`src/rtl/mb_rtu_pkg.sv`:
```
// mb_rtu_pkg: shared Modbus RTU frame-state encoding and silence-threshold defaults.
package mb_rtu_pkg;
  typedef enum logic [2:0] {ST_SYNC, ST_IDLE, ST_RECV, ST_GAP, ST_HOLD, ST_DISCARD} rtu_state_e;
  localparam int T15_BITS_DEF = 15;
  localparam int T35_BITS_DEF = 35;
endpackage

```
`src/rtl/mb_silence_timer.sv`:
```
// mb_silence_timer: counts line silence in bit times, saturating at T35_BITS.
module mb_silence_timer
  import mb_rtu_pkg::*;
#(
  parameter int BPS_PARAM = 5208,
  parameter int T15_BITS  = T15_BITS_DEF,
  parameter int T35_BITS  = T35_BITS_DEF
) (
  input  logic clk_in,
  input  logic rst_n_in,
  input  logic clear,
  output logic ge_t15,
  output logic ge_t35
);
  localparam int CW = $clog2(BPS_PARAM > 1 ? BPS_PARAM : 2);
  localparam int SW = $clog2(T35_BITS + 1);
  logic [CW-1:0] r_cnt;
  logic [SW-1:0] r_sil;
  logic w_wrap;
  assign w_wrap = r_cnt == CW'(BPS_PARAM - 1);
  always_ff @(posedge clk_in) begin
    if (!rst_n_in || clear) begin
      r_cnt <= '0;
      r_sil <= '0;
    end else begin
      r_cnt <= w_wrap ? '0 : r_cnt + 1'b1;
      if (w_wrap && r_sil != SW'(T35_BITS)) r_sil <= r_sil + 1'b1;
    end
  end
  // activity in this cycle masks any threshold that was already reached
  assign ge_t15 = !clear && r_sil >= SW'(T15_BITS);
  assign ge_t35 = !clear && r_sil >= SW'(T35_BITS);
endmodule

```
`src/rtl/mb_rtu_frame_ctrl.sv`:
```
// mb_rtu_frame_ctrl: Modbus RTU receive-frame sequencer writing bytes into the frame buffer.
module mb_rtu_frame_ctrl
  import mb_rtu_pkg::*;
#(
  parameter int CLK_FREQ  = 50000000,
  parameter int BAUD_RATE = 9600,
  parameter int T15_BITS  = T15_BITS_DEF,
  parameter int T35_BITS  = T35_BITS_DEF,
  parameter int MAX_LEN   = 256,
  localparam int LEN_W    = $clog2(MAX_LEN + 1),
  localparam int AW       = $clog2(MAX_LEN)
) (
  input  logic             clk_in,
  input  logic             rst_n_in,
  input  logic             rx_done,
  input  logic [7:0]       rx_data,
  input  logic             rx_state,
  input  logic             frame_ack,
  output logic             buf_wr_en,
  output logic [AW-1:0]    buf_wr_addr,
  output logic [7:0]       buf_wr_data,
  output logic             frame_ready,
  output logic [LEN_W-1:0] frame_len,
  output logic             frame_err,
  output logic             busy
);
  localparam int BPS_PARAM = CLK_FREQ / BAUD_RATE;
  rtu_state_e       r_state;
  logic [LEN_W-1:0] r_len;
  logic             w_ge_t15, w_ge_t35, w_full;

  mb_silence_timer #(
    .BPS_PARAM(BPS_PARAM),
    .T15_BITS (T15_BITS),
    .T35_BITS (T35_BITS)
  ) u_timer (
    .clk_in  (clk_in),
    .rst_n_in(rst_n_in),
    .clear   (rx_state || rx_done),
    .ge_t15  (w_ge_t15),
    .ge_t35  (w_ge_t35)
  );

  assign w_full = r_len == LEN_W'(MAX_LEN);

  always_ff @(posedge clk_in) begin
    if (!rst_n_in) begin
      r_state     <= ST_SYNC;
      r_len       <= '0;
      buf_wr_en   <= 1'b0;
      buf_wr_addr <= '0;
      buf_wr_data <= '0;
      frame_ready <= 1'b0;
      frame_len   <= '0;
      frame_err   <= 1'b0;
      busy        <= 1'b0;
    end else begin
      buf_wr_en   <= 1'b0;
      frame_ready <= 1'b0;
      frame_err   <= 1'b0;
      case (r_state)
        ST_SYNC: if (w_ge_t35) r_state <= ST_IDLE;
        // r_len is zero in IDLE, so the first byte shares the RECV write path
        ST_IDLE, ST_RECV:
          if (rx_done && w_full) begin
            frame_err <= 1'b1;
            r_state   <= ST_DISCARD;
          end else if (rx_done) begin
            buf_wr_en   <= 1'b1;
            buf_wr_addr <= r_len[AW-1:0];
            buf_wr_data <= rx_data;
            r_len       <= r_len + 1'b1;
            r_state     <= ST_RECV;
          end else if (r_state == ST_RECV && w_ge_t15) r_state <= ST_GAP;
        ST_GAP:
          if (rx_done) begin
            frame_err <= 1'b1;
            r_state   <= ST_DISCARD;
          end else if (w_ge_t35) begin
            frame_ready <= 1'b1;
            frame_len   <= r_len;
            busy        <= 1'b1;
            r_state     <= ST_HOLD;
          end
        ST_HOLD:
          if (frame_ack) begin
            busy    <= 1'b0;
            r_len   <= '0;
            r_state <= ST_SYNC;
          end
        ST_DISCARD:
          if (w_ge_t35) begin
            r_len   <= '0;
            r_state <= ST_IDLE;
          end
        default: r_state <= ST_SYNC;
      endcase
    end
  end
endmodule

```
`config.mk`:
```
export PLATFORM = sky130hd
export DESIGN_NAME = mb_rtu_frame_ctrl
export DESIGN_NICKNAME = d
export VERILOG_FILES = /design/src/rtl/mb_rtu_pkg.sv /design/src/rtl/mb_silence_timer.sv /design/src/rtl/mb_rtu_frame_ctrl.sv
export SDC_FILE = /design/constraint.sdc
export NUM_CORES = 1
export LEC_CHECK = 0
export BUFFER_PORTS_ARGS = -buffer_cell sky130_fd_sc_hd__clkbuf_2
export CORE_AREA = 3 3 76 78
export DETAILED_ROUTE_END_ITERATION = 10
export DIE_AREA = 0 0 79 81
export GPL_TIMING_DRIVEN = 0
export PLACE_DENSITY = 0.8
export SLEW_MARGIN = 15
export SYNTH_ARGS = -nofsm -noshare
export SYNTH_HDL_FRONTEND = slang
export SYNTH_SLANG_ARGS = --single-unit
export TNS_END_PERCENT = 10
```
`constraint.sdc`:
```
create_clock -name clk_in -period 3.13 [get_ports clk_in]
set_input_delay 0.1565 -clock clk_in [delete_from_list [all_inputs] [get_ports clk_in]]
set_output_delay 0.1565 -clock clk_in [all_outputs]
set_load 0.02 [all_outputs]
```
### Yosys cells after proc, flatten, opt, wreduce, memory -nomap -nowiden

Index checks and enable logic that the tools add are counted.
W data, S select, Z words.

* register bits: 60
* bits in latches: 0
* memory bits (writable): 0
* memory bits (read-only): 0
* input bits: 13
* output and inout bits: 29
* logic and storage cells: 81
* memories: 0

* add/subtract/negate cells: 3
* multipliers: 0
* divide/modulo/power cells: 0
* $lt $le $gt $ge: 2
* equality and inequality tests: 17
* shifts and indexed selects: 0
* mux-type cells: 21
* bitwise gates (word level): 5
* reductions and logical operators: 22

Operators with widths (number)
* $mux W9: 4
* $pmux W9 S3: 1
* $mux W3: 7
* $add A13 B1 Y13 const B: 1
* $eq A13 B13 Y1 const B: 1
* $pmux W3 S4: 1
* $add A9 B1 Y9 const B: 1
* $eq A9 B9 Y1 const B: 1
* $ne A2 B2 Y1 const B: 4
* $reduce_and A4 Y1: 2
* $add A6 B1 Y6 const B: 1
* $eq A3 B2 Y1 const B: 2
* $eq A3 B3 Y1 const B: 2
* $ge A6 B4 Y1 const B: 1
* $ge A6 B6 Y1 const B: 1
* $mux W1: 6
* $ne A2 B1 Y1 const B: 3
* $ne A6 B6 Y1 const B: 1
* $reduce_and A3 Y1: 2
* $reduce_or A2 Y1: 3
* $reduce_or A3 Y1: 2
* $logic_and A1 B1 Y1: 5
* $not A1 Y1: 5
* $reduce_and A5 Y1: 1
* 9 further kinds: 12

### Longest topological paths before layout

Gate-level depths: netlist of the first run.

* depth in word-level cells: 8
* gate-level depth with buffers: 8
* mapped depth without buffers: 6

### By module

From an unflattened synthesis of the first run, not the netlist that was laid out.

* cell total of the unflattened synthesis: 319
* area, all modules: 2743.9 sq um

Modules (own cells, without submodules)
* mb_rtu_frame_ctrl: times used 1, cells each 221, area each 1848.0 sq um, seq. area each 820.8 sq um
* mb_silence_timer: times used 1, cells each 98, area each 895.9 sq um, seq. area each 380.4 sq um

### Least setup slack after synthesis of the first run

No wires, ideal clock.

* path kind: flip-flop to flip-flop
* start: register r_len[0]
* end: register r_len[2]
* setup time: 0.091 ns
* arrival: 1.772 ns
* required time: 3.039 ns
* slack: 1.267 ns
* stages on the path, launching flop included: 8
* path buffers: 1
* clock period less this slack: 1.863 ns
* cell sequence: dfxtp_1 > inv_1 > ha_1 > or4b_4 > o211a_1 > buf_6 > a21o_1 > a311oi_1

* longest elaborated chain between the ends: 4
* elaborated cells on any way between the ends: 8
* those cells by class: add/sub (1); eq/ne (2); mux (3); reduce/logical (2)

Ends and longest elaborated chain
* from (decl): line mb_rtu_frame_ctrl.sv:29 `logic [LEN_W-1:0] r_len;`
* from (signal assigned): line mb_rtu_frame_ctrl.sv:72 `r_len <= r_len + 1'b1;`
* $add A9 B1 Y9 / $eq A9 B9 Y1 (equally long branches): line mb_rtu_frame_ctrl.sv:72, mb_rtu_frame_ctrl.sv:44
* $mux W9 / $logic_and A1 B1 Y1 (equally long branches): line mb_rtu_frame_ctrl.sv:68, mb_rtu_frame_ctrl.sv:65
* $mux W9 / $ne A2 B2 Y1 (equally long branches)
* $pmux W9 S3 / $reduce_and A5 Y1 (equally long branches)

Several ways; a longest one is shown, not always the timed one. The select of a mux whose other input is x is not followed.
A chain may end at the register's enable or synchronous reset.

### Worst setup path after layout of the first run

* start: register r_len[0]
* end: register r_len[1]

The elaborated chain is that of the path after synthesis.

==> results.cfg, run 1 <==
[die]
io_pins = 42
die_x_um = 79
core.rowCount = 26
dieArea_um2 = 6400
initial_core_util_pct = 54.9
core_area_um2 = 5140
die_height_um = 81

[sta]
skew_ps = 10.1
setup_tns_ps = 0
period_needed_ps = 2100
setup_viol_count_final = 0
rsz0062_at_grt = false
slew_violations = 0
fmax_mhz = 476
hold_viol = 0
tightest_slew_ps = 630
whs_ps = 45.7
slew_headroom_pct = 57.7
period_share_pct = 67.1

[drt]
post_drt_wl_per_cell_um = 13.9
firstDrtPassIters = 4
top_layer_used = met4
dr_wl_met2_um = 2690
drc = 0
vias = 2382
wl_met3_um = 335
drt_wl_total_um = 5960
drtAntennaViolNets = 0
via_per_inst = 5.54
wl_met1_um = 2860
first_iter_violations = 164

[power_and_ir_drop]
seqPwrFrac_pct = 39.4
p_switching_mw = 0.644
p_comb_share_pct = 24.9
clkPwrFrac_pct = 35.7
p_per_area_nw_per_um2 = 648
power.internal_mw = 1.51
swShare_pct = 29.9
power.leakage_nw = 1.32
ir_worst_vdd_mv = 0.369

[cts]
cts_tree = done
numCtsBuffers = 9
clockBufferDepth = 2
post_cts_buffers = 0
clock_latency_ps = 350
hold_buffers = 0
clock_sinks = 60
clock-root-buffer = clkbuf_8
postCtsResizedCells = 0
clkTransAtPathRegs_ps = 70
cts_max_level = 3

[setup_path]
r2r_start = r_len[0]
end_kind = flip-flop
cp_data_required_time_ps = 3390
r2r_end = r_len[1]
startpoint_type = flip-flop
r2r_slack_ps = 1030
worstSetupPathType = reg -> reg
critPathArrivalTime_ps = 2360
reg2reg_depth = 6
cp_max_fo = 8

[yosys]
synthSimpleGateAreaFrac_pct = 23.1
synth.most_common_cell = dfxtp_1
synth_top_area_cell = dfxtp_1
syn_avg_cell_area_um2 = 9.31
yosys.area_share.adder_pct = 2.22
ys_top_cells_by_count = 60 x dfxtp_1, 46 x nor2_1, 27 x mux2i_1
synth-compound-area-share_pct = 12.5
ys_seq_area_share_pct = 42.6
syn_inst = 303
synthesis.nets = 321
ys_types = 52
synth_xor_area_share_pct = 4.04
synth_edf_count = 0
ys_async_sr_fraction_pct = 0
yosysWarnings = 0
synth_top_family_by_area = simple AND/OR/NAND/NOR gates
ys.flop_type = dfxtp_1
synthTopCellsByArea = dfxtp_1 43%, mux2i_1 9.6%, nor2_1 6.1%
syn-cell-area_um2 = 2820
netlist.area_leader.share_pct = 42.6
synth.area.mux_share_pct = 9.58
synth-seq-cells = 60

[global_route]
gr-total-overflow = 0
grt_pass1_vias = 2200
grt_use_total_pct = 19.9
grt_max_degree = 11
antenna_found_initial = 0
grt_pass1_wl_um = 10100

[min_path]
worstHoldStart = rx_data[0]
hold_path_depth = 3
hold_path_end = buf_wr_data[0]
hp-class = in -> reg

[layout]
post-route-util_pct = 64.8
stdcell_area_um2 = 3330
finalNetCount = 373
final_layout_size_suffix_gt1_share_pct = 20.6
areaGrowthSynthToFinish_pct = 18.0
num_antenna_cells = 0

[place]
place_hpwl_um = 4180
io_buffer_count = 41
gp_congestion = 0.909
placed_cell_area_um2 = 3110

[flow_run]
maxCapViolations = 0

[run_status]
status = complete, no violations
==> state kept, by name (all words and copies together) (netlist names) <==
| signal | flops |
|---|---|
| buf_wr_addr | 8 |
| buf_wr_data | 8 |
| buf_wr_en | 1 |
| busy | 1 |
| frame_err | 1 |
| frame_len | 9 |
| frame_ready | 1 |
| r_len | 9 |
| r_state | 3 |
| u_timer.r_cnt | 13 |
| u_timer.r_sil | 6 |
==> cell usage in the layout (no fill, tap or decap), types with 7 or more instances in the layout <==
cell type	count
clkbuf_2	41
dfxtp_1	60
and3_1	7
a21oi_1	10
o21ai_0	7
clkbuf_8	12
nor2_1	46
clkbuf_1	10
nand3_1	11
xor2_1	7
nand2_1	8
mux2i_1	27
nand4_1	8
a211oi_1	8
inv_1	10
==> critical path, stage by stage (launching register included) <==
cell      delay, ps
dfxtp_1         370
inv_1           110
ha_1            140
or4b_4          490
o211ai_2        460
a22oi_1         210
o32ai_1         240
==> cell type report <==
class | instances | area, um2
Buffer | 19 | 133
Clock buffer | 11 | 141
Clock inverter | 5 | 75.1
Fill cell | 474 | 1810
Inverter | 10 | 37.5
Multi-Input combinational cell | 214 | 1450
Sequential cell | 60 | 1200
Tap cell | 70 | 87.6
Timing Repair Buffer | 41 | 205
==> power by group through the flow <==
stage / registers, mW / logic, mW / clock network [mW]
floorplan: 0.897 / 0.382 / 0
global placement: 0.865 / 0.521 / 0
detailed placement: 0.866 / 0.531 / 0
CTS: 0.848 / 0.534 / 0.780
global route: 0.855 / 0.588 / 0.819
finish: 0.849 / 0.538 / 0.769
==> routing by layer <==
metal  vias up  global-route usage [%]
li1       1192                       -
met1      1118                    26.1
met2        64                    30.1
met5         -                       0
met4         0                    7.39
met3         8                    6.98
==> worst max-delay path by stage <==
stage | startpoint | endpoint | slack, ps | depth (start not counted)
after floorplan | r_len[0] | r_len[2] | 1270 | 7
after global placement | r_len[0] | r_len[1] | 1040 | 6
after detailed placement | r_len[0] | r_len[1] | 1060 | 6
after CTS | r_len[0] | r_len[1] | 1050 | 6
after global routing | r_len[0] | r_len[1] | 880 | 6
final | r_len[0] | r_len[1] | 1030 | 6
==> cell families (layout without fill, tap and decap cells) <==
logic type | after synthesis | count (layout)
XOR/XNOR | 13 | 13
flip-flops | 60 | 60
buffers and inverters | 29 | 86
AO/OA/AOI/OAI | 49 | 49
multiplexers | 27 | 27
AND/OR/NAND/NOR | 120 | 120
adder cells (fa/ha/maj) | 5 | 5
==> through the flow <==
| stage | worst slack [ps] | power (mW) | instances |
|---|---|---|---|
| CTS | 1050 | 2.16 | 430 |
| global placement | 1040 | 1.39 | 414 |
| finish | 1030 | 2.16 | 430 |
| floorplan | 1270 | 1.28 | 303 |
| global route | 882 | 2.26 | 430 |
| detailed placement | 1060 | 1.40 | 414 |
No activity file was read; power rests on OpenSTA's default activity.
==> inputs of run 2 (changes only) <==
- clock period: 3.13 -> 2.1 ns (I/O delays scaled with it)
==> results.cfg, run 2 (synthesis gave the netlist of run 1 again) <==
[global_route]
grt_use_total_pct = 19.9
grt_pass1_wl_um = 10100
grt_max_degree = 11
antenna_found_initial = 0
gr-total-overflow = 0
grt_pass1_vias = 2200

[cts]
clock_latency_ps = 340
numCtsBuffers = 9
cts_max_level = 3
clock-root-buffer = clkbuf_8
clock_sinks = 60
clkTransAtPathRegs_ps = 70
clockBufferDepth = 2
cts_tree = done

[layout]
stdcell_area_um2 = 3350
layout_commonest_cell = dfxtp_1
num_antenna_cells = 0
fin_cells = 430
largest_reg_flops = 13
largest_register = u_timer.r_cnt
top_regs = u_timer.r_cnt x13, frame_len x9, r_len x9
areaGrowthSynthToFinish_pct = 18.8
final_layout_size_suffix_gt1_share_pct = 21.7
final_cell_mix = 58 x dfxtp_1, 46 x nor2_1, 41 x clkbuf_2
finalNetCount = 373

[drt]
drtAntennaViolNets = 0
post_drt_wl_per_cell_um = 14.2
drt_wl_total_um = 6110
drc = 0
firstDrtPassIters = 4
first_iter_violations = 162
via_per_inst = 5.58
vias = 2401

[setup_path]
r2r_start = r_len[0]
cp_data_required_time_ps = 2350
cp_max_fo = 10
worstSetupPathType = reg -> reg
slowest_stage = or4b_4
startpoint_type = flip-flop
end_kind = flip-flop
setup.worst_path.start = r_len[0]
slowest_delay_ps = 500
cp_cell_sequence = inv_1 > ha_1 > or4b_4 > o211a_1 > buf_6 > a21o_1 > a311oi_2
critPathArrivalTime_ps = 2260

[die]
die_x_um = 79
core_area_um2 = 5140
core.rowCount = 26
dieArea_um2 = 6400
die_height_um = 81
initial_core_util_pct = 54.9
io_pins = 42

[place]
placed_cell_area_um2 = 3110
io_buffer_count = 41
gp_congestion = 0.909
place_inst = 414
place_hpwl_um = 4180

[sta]
slew_headroom_pct = 57.4
skew_ps = 9.44
hold_viol = 0
period_needed_ps = 2010
period_share_pct = 95.5
slew_violations = 0
fmax_mhz = 498
setup_viol_count_final = 0
setup_tns_ps = 0
tightest_slew_ps = 633
rsz0062_at_grt = false

[power_and_ir_drop]
p_total_mw = 3.23
power.leakage_nw = 1.32
p_per_area_nw_per_um2 = 965
ir_worst_vdd_mv = 0.549

[min_path]
hp-class = in -> reg
worstHoldStart = rx_data[0]

[run_status]
status = complete, no violations

[flow_run]
maxCapViolations = 0
[run 2: layout make-up]
type | count | area, um2
Fill cell | 471 | 1790
Multi-Input combinational cell | 214 | 1470
Sequential cell | 60 | 1200
Timing Repair Buffer | 41 | 205
Clock buffer | 11 | 141
Buffer | 19 | 133
Tap cell | 70 | 87.6
Clock inverter | 5 | 75.1
Inverter | 10 | 37.5
[run 2: per-stage QoR]
step	worst slack (ps)	utilization, %	hold WS (ps)
final	93.7	65.2	2.58
after global routing	4.84	65.2	0.212
after CTS	20.6	64.8	0.222
after detailed placement	26.3	60.6	355
after global placement	12.7	60.6	340
after floorplan	237	-	218
[run 2: critical path, delay by kind of cell, from the launching register on]
family / cells / cell delay, ps
AOI/OAI and AO/OA: 3 / 690
and+or+nand+nor: 1 / 500
DFF: 1 / 350
buffers and inverters: 2 / 240
adders and majority gates: 1 / 140
[run 2: where the power goes]
group | switching (mW) | total, mW | internal (mW)
clock | 0.448 | 1.14 | 0.695
sequential | 0.0533 | 1.27 | 1.21
combinational | 0.470 | 0.823 | 0.353
total | 0.971 | 3.23 | 2.26
[run 2: metal layers]
layer,GRT usage (%),share of wire [%],vias to the layer above
met3,6.98,6.1,11
met4,7.39,1.7,0
met5,0,0,-
met1,26.1,47,1119
li1,-,-,1191
met2,30.1,46,80
[run 2: repair_timing]
action / 4_1_cts / 5_1_grt
setup buffers: 0 / 0
endpoints found under the setup margin: 0 / 8
resized for setup: 0 / 5
hold buffers: 0 / 0
[run 2: final timing paths]
kind	endpoint	slack (ps)	cells after the start
max	r_len[2]	90	7
min	buf_wr_data[0]	3	3
max reg2reg	r_len[2]	90	7
min reg2reg	u_timer.r_cnt[0]	450	1
==> inputs of run 3 (changes only) <==
- ABC_AREA: default -> 1
- clock period: 2.1 -> 1.9 ns (I/O delays scaled with it)
==> results.cfg, run 3 <==
[cts]
cts_tree = done
clock_sinks = 60
cts_max_level = 3
clkTransAtPathRegs_ps = 60
clock-root-buffer = clkbuf_8
clock_latency_ps = 340
numCtsBuffers = 9
post_cts_buffers = 0
clockBufferDepth = 2

[place]
place_hpwl_um = 4310
io_buffer_count = 41
gp_congestion = 0.877
place_inst = 517

[sta]
rsz0062_at_grt = false
slew_headroom_pct = 71.0
setup_viol_count_final = 0
tightest_slew_ps = 434
hold_viol = 0
skew_ps = 6.75
fmax_mhz = 572
setup_tns_ps = 0
slew_violations = 0
period_share_pct = 92.0
period_needed_ps = 1750

[layout]
finalNetCount = 484
layout_commonest_cell = nand2_1
largest_register = u_timer.r_cnt
top_regs = u_timer.r_cnt x13, frame_len x9, r_len x9
final_cell_mix = 83 x nand2_1, 71 x nor2_1, 59 x dfxtp_1
final_layout_size_suffix_gt1_share_pct = 18.0
fin_cells = 541
largest_reg_flops = 13
areaGrowthSynthToFinish_pct = 22.0
fill_cells = 480
num_antenna_cells = 0

[yosys]
synthesis.nets = 424
syn_avg_cell_area_um2 = 6.94
synthTopCellsByArea = dfxtp_1 43%, nand2_1 11%, nor2_1 9.6%
yosysWarnings = 0
synth-seq-cells = 60
netlist.area_leader.share_pct = 42.6
ys_seq_area_share_pct = 42.6
ys_top_cells_by_count = 84 x nand2_1, 72 x nor2_1, 60 x dfxtp_1
syn_inst = 406
ys_types = 30
synth_top_area_cell = dfxtp_1
ys.flop_type = dfxtp_1
synth_edf_count = 0
syn-cell-area_um2 = 2820
synth.most_common_cell = nand2_1
ys_async_sr_fraction_pct = 0

[setup_path]
cp_max_fo = 10
startpoint_type = flip-flop
slowest_stage = dfxtp_1
end_kind = flip-flop
critPathArrivalTime_ps = 2000
cp_data_required_time_ps = 2150
slowest_delay_ps = 340
crit_path_frequent_cell = nand2_1
r2r_start = u_timer.r_sil[0]
r2r_end = frame_len[1]
r2r_slack_ps = 150
worstSetupPathType = reg -> reg
cp_cell_sequence = ha_1 > nor2_1 > nand2_1 > nand2_1 > nand2_1 > nand3_1 > clkbuf_1 > o21ai_0 > a21oi_1
crit_buf_inv = 1
reg2reg_depth = 9
path_delay_family = simple AND/OR/NAND/NOR gates

[global_route]
grt_pass1_vias = 2447
grt_pass1_wl_um = 10600
gr-total-overflow = 0
antenna_found_initial = 0
grt_max_degree = 11
grt_use_total_pct = 21.4

[drt]
drc = 0
via_per_inst = 4.99
drt_wl_total_um = 6330
post_drt_wl_per_cell_um = 11.7
drtAntennaViolNets = 0
first_iter_violations = 237
firstDrtPassIters = 4
vias = 2702

[power_and_ir_drop]
power.leakage_nw = 1.52
p_per_area_nw_per_um2 = 1320
p_total_mw = 4.53
ir_worst_vdd_mv = 0.738

[min_path]
hp-class = in -> reg
worstHoldStart = rst_n_in
hold_path_depth = 3
hold_path_end = frame_len[8]

[flow_run]
maxCapViolations = 0

[die]
die_height_um = 81
dieArea_um2 = 6400
die_x_um = 79
initial_core_util_pct = 54.8
core.rowCount = 26
io_pins = 42
core_area_um2 = 5140

[run_status]
status = complete, no violations
==> run 3: cell types whose count changed in the layout (fill, tap and decap cells not counted), moves of 7 or more <==
cell	delta
o21ai_0	+22
mux2i_1	-27
and3_1	-7
nor2_1	+25
inv_1	+37
a211oi_1	-8
a21oi_1	+25
nand3_1	+7
nand2_1	+75
dlygate4sd3_1	+8
==> run 3: through the flow <==
step / area [um2] / hold WS [ps] / worst slack [ps] / util, %
after floorplan: 2820 / 230 / 378 / -
final: 3440 / 59.7 / 152 / 66.9
after CTS: 3430 / 48.7 / 139 / 66.7
after global routing: 3440 / 97.2 / 3.29 / 66.9
after global placement: 3110 / 319 / 147 / 60.5
after detailed placement: 3110 / 333 / 150 / 60.5
==> run 3: metal layers <==
layer | track usage, % | routed length (um)
met1 | 26.6 | 2940
met2 | 34.3 | 2890
met3 | 4.99 | 378
met4 | 11.9 | 121
met5 | 0 | 0
==> run 3: tightest hold or removal path, stage by stage <==
cell and delay, ps:
clkbuf_2 130, o21ai_0 80, a21oi_1 40
==> run 3: cells by family after synthesis <==
logic type | after synthesis | share of synthesized area (%)
simple gates | 204 | 31.7
compound gates | 69 | 13.0
buf+inv | 63 | 8.84
flops | 60 | 42.6
xor+xnor | 5 | 1.55
fa+ha+maj | 5 | 2.22
==> run 3: how the worst max path moves through the flow <==
stage,startpoint,to,slack [ps],depth (start not counted)
3_3_place_gp,u_timer.r_cnt[0],u_timer.r_cnt[9],150,7
2_1_floorplan,r_len[0],r_len[8],380,11
3_5_place_dp,u_timer.r_cnt[0],u_timer.r_cnt[9],150,7
6_report,u_timer.r_sil[0],frame_len[1],150,9
4_1_cts,u_timer.r_cnt[0],u_timer.r_cnt[9],140,7
5_1_grt,u_timer.r_sil[1],frame_len[1],3,9
==> run 3: cell type report <==
type / instances / area [um2] / area share [%]
repair buffers: 49 / 285 / 8.30
well taps: 70 / 87.6 / 2.55
multi-input cells: 283 / 1380 / 40.1
flip-flops and latches: 60 / 1200 / 35.0
plain buffers: 10 / 51.3 / 1.49
inverters: 53 / 199 / 5.79
clock buffers: 12 / 165 / 4.80
clock inverters: 4 / 70.1 / 2.04
==> run 3: timing repair <==
item / CTS / global route
endpoints found under the setup margin: 0 / 33
resized for setup: 0 / 6
endpoints found under the hold margin: 8 / 0
hold buffers: 8 / 0
==> run 3: where the power goes <==
| part | switching, mW | total (mW) | internal [mW] |
|---|---|---|---|
| logic | 1.05 | 1.61 | 0.561 |
| registers | 0.155 | 1.60 | 1.45 |
| clock network | 0.475 | 1.32 | 0.841 |
